===== src/rtl/ssb_mod_pkg.sv =====
// Shared widths, types and the half-cycle window test for the SSB H-bridge back end.
package ssb_mod_pkg;

    localparam int unsigned ACC_W  = 24;
    localparam int unsigned PH_W   = 14;
    localparam int unsigned FREQ_W = 18;
    localparam int unsigned AMP_W  = 24;

    localparam logic [PH_W-2:0] HALF_CENTRE = 13'd4096;

    typedef logic [PH_W-1:0] phase_t;
    typedef logic [PH_W-2:0] width_t;

    // Pulse window centred on the half-cycle; bounds stay inside [1, 8191], so no wrap.
    function automatic logic in_window(phase_t p, width_t w);
        logic signed [PH_W-1:0] q;
        logic signed [PH_W-1:0] half;
        logic signed [PH_W-1:0] centre;
        q      = $signed({1'b0, p[PH_W-2:0]});
        half   = $signed({2'b00, w[PH_W-2:1]});
        centre = $signed({1'b0, HALF_CENTRE});
        return (q >= centre - half) && (q < centre + half);
    endfunction

endpackage


===== src/rtl/ssb_nco.sv =====
// Free-running carrier accumulator plus registered phase offset; p is the offset phase word.
module ssb_nco
    import ssb_mod_pkg::*;
(
    input  logic              clk,
    input  logic              rst,
    input  logic [FREQ_W-1:0] ssb_freq,
    input  phase_t            delta_phase,
    output phase_t            p
);

    logic [ACC_W-1:0] acc_q;
    phase_t           p_q;

    always_ff @(posedge clk) begin
        if (rst) begin
            acc_q <= '0;
            p_q   <= '0;
        end else begin
            acc_q <= acc_q + {{(ACC_W - FREQ_W){1'b0}}, ssb_freq};
            p_q   <= acc_q[ACC_W-1 -: PH_W] + delta_phase;
        end
    end

    assign p = p_q;

endmodule


===== src/rtl/ssb_mod_bridge.sv =====
// Polar SSB back end: NCO phase vs. amplitude window drives a two-gate H-bridge.
// Optional dead time between opposite drives is enabled with `define SSB_DEADTIME_EN.
module ssb_mod_bridge
    import ssb_mod_pkg::*;
#(
    parameter int unsigned DEAD_CYCLES = 4
) (
    input  logic              clk,
    input  logic              rst,
    input  logic [PH_W-1:0]   delta_phase,
    input  logic [FREQ_W-1:0] ssb_freq,
    input  logic [AMP_W-1:0]  amplitude,
    input  logic              stdby,
    output logic              DRV0,
    output logic              DRV1
);

    phase_t p;
    width_t w_q;
    logic   stdby_q;
    logic   on;
    logic   req0;
    logic   req1;
    logic   unused_amp;

    assign unused_amp = ^amplitude[AMP_W-PH_W:0];

    ssb_nco u_nco (
        .clk         (clk),
        .rst         (rst),
        .ssb_freq    (ssb_freq),
        .delta_phase (delta_phase),
        .p           (p)
    );

    // Width and standby are registered alongside the phase so all three line up.
    always_ff @(posedge clk) begin
        if (rst) begin
            w_q     <= '0;
            stdby_q <= 1'b0;
        end else begin
            w_q     <= amplitude[AMP_W-1 -: PH_W-1];
            stdby_q <= stdby;
        end
    end

    always_comb begin
        on   = in_window(p, w_q) & ~stdby_q;
        req0 = on & ~p[PH_W-1];
        req1 = on & p[PH_W-1];
    end

`ifdef SSB_DEADTIME_EN
    localparam int unsigned CNT_W = (DEAD_CYCLES < 1) ? 1 : $clog2(DEAD_CYCLES + 1);

    logic [CNT_W-1:0] low_cnt_q;
    logic             last_dir_q;
    logic             have_dir_q;
    logic             req_any;
    logic             block;

    // A reversal is held off until the outputs have been low for DEAD_CYCLES clocks.
    always_comb begin
        req_any = req0 | req1;
        block   = req_any && have_dir_q && (req1 != last_dir_q) &&
                  (low_cnt_q < CNT_W'(DEAD_CYCLES));
    end

    always_ff @(posedge clk) begin
        if (rst) begin
            DRV0       <= 1'b0;
            DRV1       <= 1'b0;
            low_cnt_q  <= '0;
            last_dir_q <= 1'b0;
            have_dir_q <= 1'b0;
        end else begin
            DRV0 <= req0 & ~block;
            DRV1 <= req1 & ~block;
            if (req_any && !block) begin
                low_cnt_q  <= '0;
                last_dir_q <= req1;
                have_dir_q <= 1'b1;
            end else if (low_cnt_q < CNT_W'(DEAD_CYCLES)) begin
                low_cnt_q <= low_cnt_q + CNT_W'(1);
            end
        end
    end
`else
    logic [31:0] unused_dead;
    assign unused_dead = DEAD_CYCLES;

    always_ff @(posedge clk) begin
        if (rst) begin
            DRV0 <= 1'b0;
            DRV1 <= 1'b0;
        end else begin
            DRV0 <= req0;
            DRV1 <= req1;
        end
    end
`endif

endmodule


===== config.mk =====
export PLATFORM = sky130hd
export DESIGN_NAME = ssb_mod_bridge
export DESIGN_NICKNAME = d
export VERILOG_FILES = /design/src/rtl/ssb_mod_pkg.sv /design/src/rtl/ssb_nco.sv /design/src/rtl/ssb_mod_bridge.sv
export SDC_FILE = /design/constraint.sdc
export NUM_CORES = 1
export LEC_CHECK = 0
export CAP_MARGIN = 20
export CORE_UTILIZATION = 39
export CTS_BUF_LIST = sky130_fd_sc_hd__clkbuf_4 sky130_fd_sc_hd__clkbuf_8
export CTS_CLUSTER_SIZE = 16
export DETAILED_ROUTE_END_ITERATION = 10
export MAX_ROUTING_LAYER = met4
export SYNTH_ARGS = -nofsm -noshare
export SYNTH_HDL_FRONTEND = slang
export SYNTH_SLANG_ARGS = --single-unit
export TNS_END_PERCENT = 10

===== constraint.sdc =====
create_clock -name clk -period 3.59 [get_ports clk]
set_clock_uncertainty 0.05 [all_clocks]
set_input_delay 0.718 -clock clk [delete_from_list [all_inputs] [get_ports clk]]
set_output_delay 0.718 -clock clk [all_outputs]
set_load 0.01 [all_outputs]

Word level (Yosys, flattened, before mapping)
Cells that the tools add are included.
{"block": "totals", "latchBits": 0, "mem_bits_rw": 0, "regBits": 54, "output_inout_bits": 2, "romBits": 0, "memories": 0}
{"block": "op_classes", "eq_ne": 0, "multipliers": 0, "reduce_logical": 1, "bitwise": 5, "n_shift": 0, "addsub": 4, "order_cmp": 2, "n_mux": 0, "div_mod_pow": 0}
{"cell": "$add 24x18->24", "count": 1}
{"cell": "$add 13x12->14 const A", "count": 1}
{"cell": "$add 14x14->14", "count": 1}
{"cell": "$ge 14x14->1", "count": 1}
{"cell": "$lt 14x14->1", "count": 1}
{"cell": "$sub 13x12->14 const A", "count": 1}
{"cell": "$and 1x1->1", "count": 3}
{"cell": "$not 1->1", "count": 2}
{"cell": "$logic_and 1x1->1", "count": 1}

Longest topological paths before layout
{"block": "logic_depth", "word_depth": 5, "mapped_depth": 11, "ltp_nobuf": 11}

Cells and area by module
Synthesis repeated with hierarchy kept, for this count alone.
{"block": "unflattened", "cells_unflattened": 425, "area_unflattened_um2": 3738.6}
{"mod": "ssb_nco", "instances": 1, "cells_each": 292, "seq_area_each_um2": 760.7, "area_per_inst_um2": 2555.0}
{"mod": "ssb_mod_bridge", "instances": 1, "cells_each": 133, "seq_area_each_um2": 300.3, "area_per_inst_um2": 1183.6}

Least setup slack after synthesis
OpenSTA, ideal clock, no wires.
{"block": "synth_timing", "path_kind": "input-to-reg", "startpoint": "input port ssb_freq[0]", "endpoint": "register u_nco.acc_q[20]", "path_stages": 9, "setup_ns": 0.062, "t_arrival_ns": 2.575, "path_slack_ns": 0.903, "path_buffers": 0, "required_ns": 3.478, "cell_sequence": "ha_1 -> inv_1 -> fa_1 -> nand2b_1 -> a21oi_1 -> o211ai_1 -> a31o_2 -> or4_1 -> nand3_1"}
{"block": "synth_between", "elab_chain_cells": 1}
{"item": "start: declaration", "line": "ssb_mod_bridge.sv:11", "rtl": "input logic [FREQ_W-1:0] ssb_freq,"}
{"item": "$add 24x18->24", "line": "ssb_nco.sv:20", "rtl": "acc_q <= acc_q + {{(ACC_W - FREQ_W){1'b0}}, ssb_freq};"}
{"item": "end signal: assignment", "line": "ssb_nco.sv:20"}
{"item": "end: declaration", "line": "ssb_nco.sv:12", "rtl": "logic [ACC_W-1:0] acc_q;"}
Every way passes these cells.
A chain may end at the register's enable or synchronous reset.

Worst setup path after layout
{"block": "layout_timing", "startpoint": "register w_q[3]", "endpoint": "register DRV0"}
{"block": "layout_between", "elab_chain_cells": 5, "elab_cells_between_ends": 7, "classes_between": "2 x add/sub; 2 x order compare; 2 x bitwise; 1 x reduce/logical"}
{"item": "start: declaration", "line": "ssb_mod_bridge.sv:19", "rtl": "width_t w_q;"}
{"item": "start signal: assignment", "line": "ssb_mod_bridge.sv:42", "rtl": "w_q <= amplitude[AMP_W-1 -: PH_W-1];"}
{"item": "$sub 13x12->14 or $add 13x12->14 (tied branches)", "line": "ssb_mod_pkg.sv:22", "rtl": "return (q >= centre - half) && (q < centre + half);"}
{"item": "$ge 14x14->1 or $lt 14x14->1 (tied branches)", "line": "ssb_mod_pkg.sv:22"}
{"item": "$logic_and 1x1->1 *", "line": "ssb_mod_pkg.sv:22"}
{"item": "$and 1x1->1 *", "line": "ssb_mod_bridge.sv:48", "rtl": "on = in_window(p, w_q) & ~stdby_q;"}
{"item": "$and 1x1->1 *", "line": "ssb_mod_bridge.sv:49", "rtl": "req0 = on & ~p[PH_W-1];"}
{"item": "end signal: assignment", "line": "ssb_mod_bridge.sv:97", "rtl": "DRV0 <= req0;"}
{"item": "end: declaration", "line": "ssb_mod_bridge.sv:14", "rtl": "output logic DRV0,"}
Mark *: on every way between the ends. The rest lies on a longest branch, timed or not.

==> impl_results.md <==
- CTS hold repair buffers: 0
- Setup ws final: roughly 0.5 ns
- Status: complete, no violations
- Critical Path Max Stage Delay: between 0.5 and 0.6 ns
- Hold depth: 2
- WP data arrival: around 3.2 ns
- Core area: 0.009240 mm^2
- VDD IR-drop max: 324.7 uV
- Vias in the first global route: a little over 3,000
- Pre-antenna DRT Iters: 4
- FF/Latch Area: 0.001061 mm^2
- Period utilization: a little under nine tenths
- R2R depth: 11
- Crit Path Max Fanout: 4
- Yosys top cell area share: between 20% and 30%
- WHS: between 0.4 and 0.5 ns
- # fillers: 904
- Final slew viol count: 0
- Die Ht: approximately 99 um
- Final setup vio count: 0
- Total CTS buffers: 5
- Final setup TNS: 0 ns
- CP Capture Type: flip-flop
- GRT overflow: 0
- Crit path required time: 3.73 ns
- Syn Area/Cell: 8.379 um^2
- Vias: approximately 3,200
- RePlAce Congestion: ~0.83
- Initial Utilization: approximately two fifths
- Top cells by count, synth: 56 x ha_1, 53 x dfxtp_1, 48 x nor2_1
- Most used DFF post-synth: dfxtp_1
- Setup Fix Bufs, Post-CTS: 0
- First-pass GRT wire length: 13,590 um
- Die width: 99.45 um
- Hpwl dp: around 6400 um
- Fmax: about 330 MHz
- CTS sink cnt: 53
- Pre-CTS setup slack: about 0.28 ns
- Final nets: 610
- Relative max-transition margin: approximately 66%
- Area growth from synthesis to layout: 19.43%
- Min Clock Period, post-route: 3.076 ns
- LEAKAGE: around 1.8 nW
- Flop pwr share: approximately a third
- Seq/Total Area, Yosys: between 20% and 30%
- Worst-margin pin slew: between 0.5 and 0.6 ns
- Layout cell share with drive strength beyond 1: 3.846%
- Synthesized area: 0.003704 mm^2
- Max H-tree Level: 2
- Crit path max-delay family: simple AND/OR/NAND/NOR gates
- Clock insertion delay at the later pin of the skew report: approximately 0.31 ns
- IO Count: 61
- Final antenna-violating net count: 0
- Largest net degree at the start of global routing: 33
- Clock power share: a little over an eighth
- R2R Path End: DRV0
- CTS tree: yes
- P_sw: ~1.1 mW
- Count leader, synth: ha_1
- Max-cap violations: 0
- Final WL: about 8000 um
- Initial DRC count: a little over 100
- P_int: roughly 1.5 mW
- Via density: slightly above 5
- Crit path buffers/inverters: 0
- CTS root buf: clkbuf_8
- Yosys warning count: 0
- Drt wl/cell: approximately 13 um
- Crit path kind: flip-flop to flip-flop
- Mapped Nets: 559
- Synthesized flop and latch total: 53
- Comb pwr share: between 50% and 60%
- Fin. Hold Viols: 0
- CP cell instances: nor2_1 > nand3_1 > nor4_1 > nand3_1 > nor3_1 > xnor2_1 > ha_1 > a2111oi_0 > o211ai_1 > a21oi_1 > nor4_1
- Die area: 0.009890 mm^2
- Post-synth EDFFs: 0
- Cells after Synth: 442
- WP depth: 11
- Cell area after layout: ~0.0044 mm^2
- Max clock buf depth: 2
- Cts repair resizes: 0
- Total track usage: between 15 and 20%
- CTS clk-pin slew, worst paths: 0.10 ns
- CP Launch Point: w_q[3]
- Crit path to: DRV0
- Worst setup SP type: flip-flop
- Cell row count: 35
- RSZ-0062 raised after global routing: false
- Ys async rst share: 0%
- Reg2Reg Launch Point: w_q[3]
- HP Class: flip-flop to flip-flop
- Distinct cells, synth: 51
- Synth area leader: dfxtp_1
- Area of the multi-input gates: 0.002522 mm^2
- DP Area: between 0.004 and 0.005 mm^2
- Area contributors post-synth: dfxtp_1 29%, ha_1 19%, a21oi_1 4.9%
- Hold Startpoint: u_nco.p[13]
- Initial antenna violation count: 0
- CP max-delay cell: a2111oi_0
- R2r setup slk: about 0.51 ns
- Power Density: just under 600 mW/mm^2
- Ant. Diodes: 0
- Sw Share: ~41%
- Drt drc: 0
- Number of I/O port buffers: 48
==> layout make-up <==
| class | instances | share of cell area [%] |
|---|---|---|
| clock buffers | 5 | 1.556 |
| multi-input cells | 357 | 57.03 |
| well taps | 129 | 3.649 |
| repair buffers | 50 | 11.09 |
| inverters | 26 | 2.207 |
| clock inverters | 3 | 0.4809 |
| flip-flops and latches | 53 | 23.99 |
==> kinds of logic after synthesis <==
family	Yosys count	share of synthesized area (%)
buf+inv	32	3.243
flops	53	28.65
fa+ha+maj	58	20.00
xor+xnor	27	6.385
simple gates	159	21.79
mux	3	0.8783
compound gates	110	19.05
==> flip-flops by register name, summed over array words and instances (netlist names) <==
register     count
u_nco.acc_q     24
w_q             12
DRV1             1
u_nco.p         14
stdby_q          1
DRV0             1
==> per-stage QoR <==
stage	instances	util, %	power, mW
floorplan	442	-	1.905
global placement	615	46.89	2.200
detailed placement	615	46.89	2.234
CTS	623	47.87	2.595
global route	623	47.87	2.844
finish	623	47.87	2.578
==> worst register-to-register path, cell delays in order (launching register included) <==
cell,delay [ns]
dfxtp_1,0.36
nor2_1,0.17
nand3_1,0.15
nor4_1,0.39
nand3_1,0.19
nor3_1,0.20
xnor2_1,0.16
ha_1,0.27
a2111oi_0,0.53
o211ai_1,0.16
a21oi_1,0.25
nor4_1,0.09
==> cells in the final DEF (no fill, tap or decap), types with 3 or more instances in the layout <==
cell,n
a211oi_1,6
nand3_1,14
nand2b_1,5
and2_1,4
clkdlybuf4s50_1,47
a21o_1,7
xor2_1,11
nand2_1,20
clkbuf_8,5
ha_1,56
a31o_2,3
nor4_1,3
o31ai_1,3
nand4_1,7
xnor2_1,16
nor2b_1,24
and3_1,3
o21a_1,7
nor2_1,48
or3_1,7
nor3_1,13
dfxtp_1,53
a21oi_1,36
inv_1,26
o21ai_0,23
o211ai_1,6
==> worst min path at each step <==
| stage | end | slack (ns) |
|---|---|---|
| 5_1_grt | DRV1 | 0.43 |
| 3_3_place_gp | DRV1 | 0.39 |
| 6_report | DRV1 | 0.41 |
| 3_5_place_dp | DRV1 | 0.40 |
| 2_1_floorplan | DRV1 | 0.37 |
| 4_1_cts | DRV1 | 0.41 |
==> power by group through the flow <==
| stage | registers (mW) | logic (mW) | clock network [mW] |
|---|---|---|---|
| global placement | 0.844 | 1.36 | 0 |
| floorplan | 0.814 | 1.09 | 0 |
| CTS | 0.833 | 1.40 | 0.362 |
| detailed placement | 0.846 | 1.39 | 0 |
| global route | 0.854 | 1.61 | 0.384 |
| finish | 0.832 | 1.40 | 0.345 |
==> per-layer routing <==
metal  track usage (%)  wire [um]
met4             4.186         85
met2             30.66       3910
met3             2.741        201
met5                 -          0
met1             21.05       3775
Note: power is estimated with default switching activity, not from simulation.
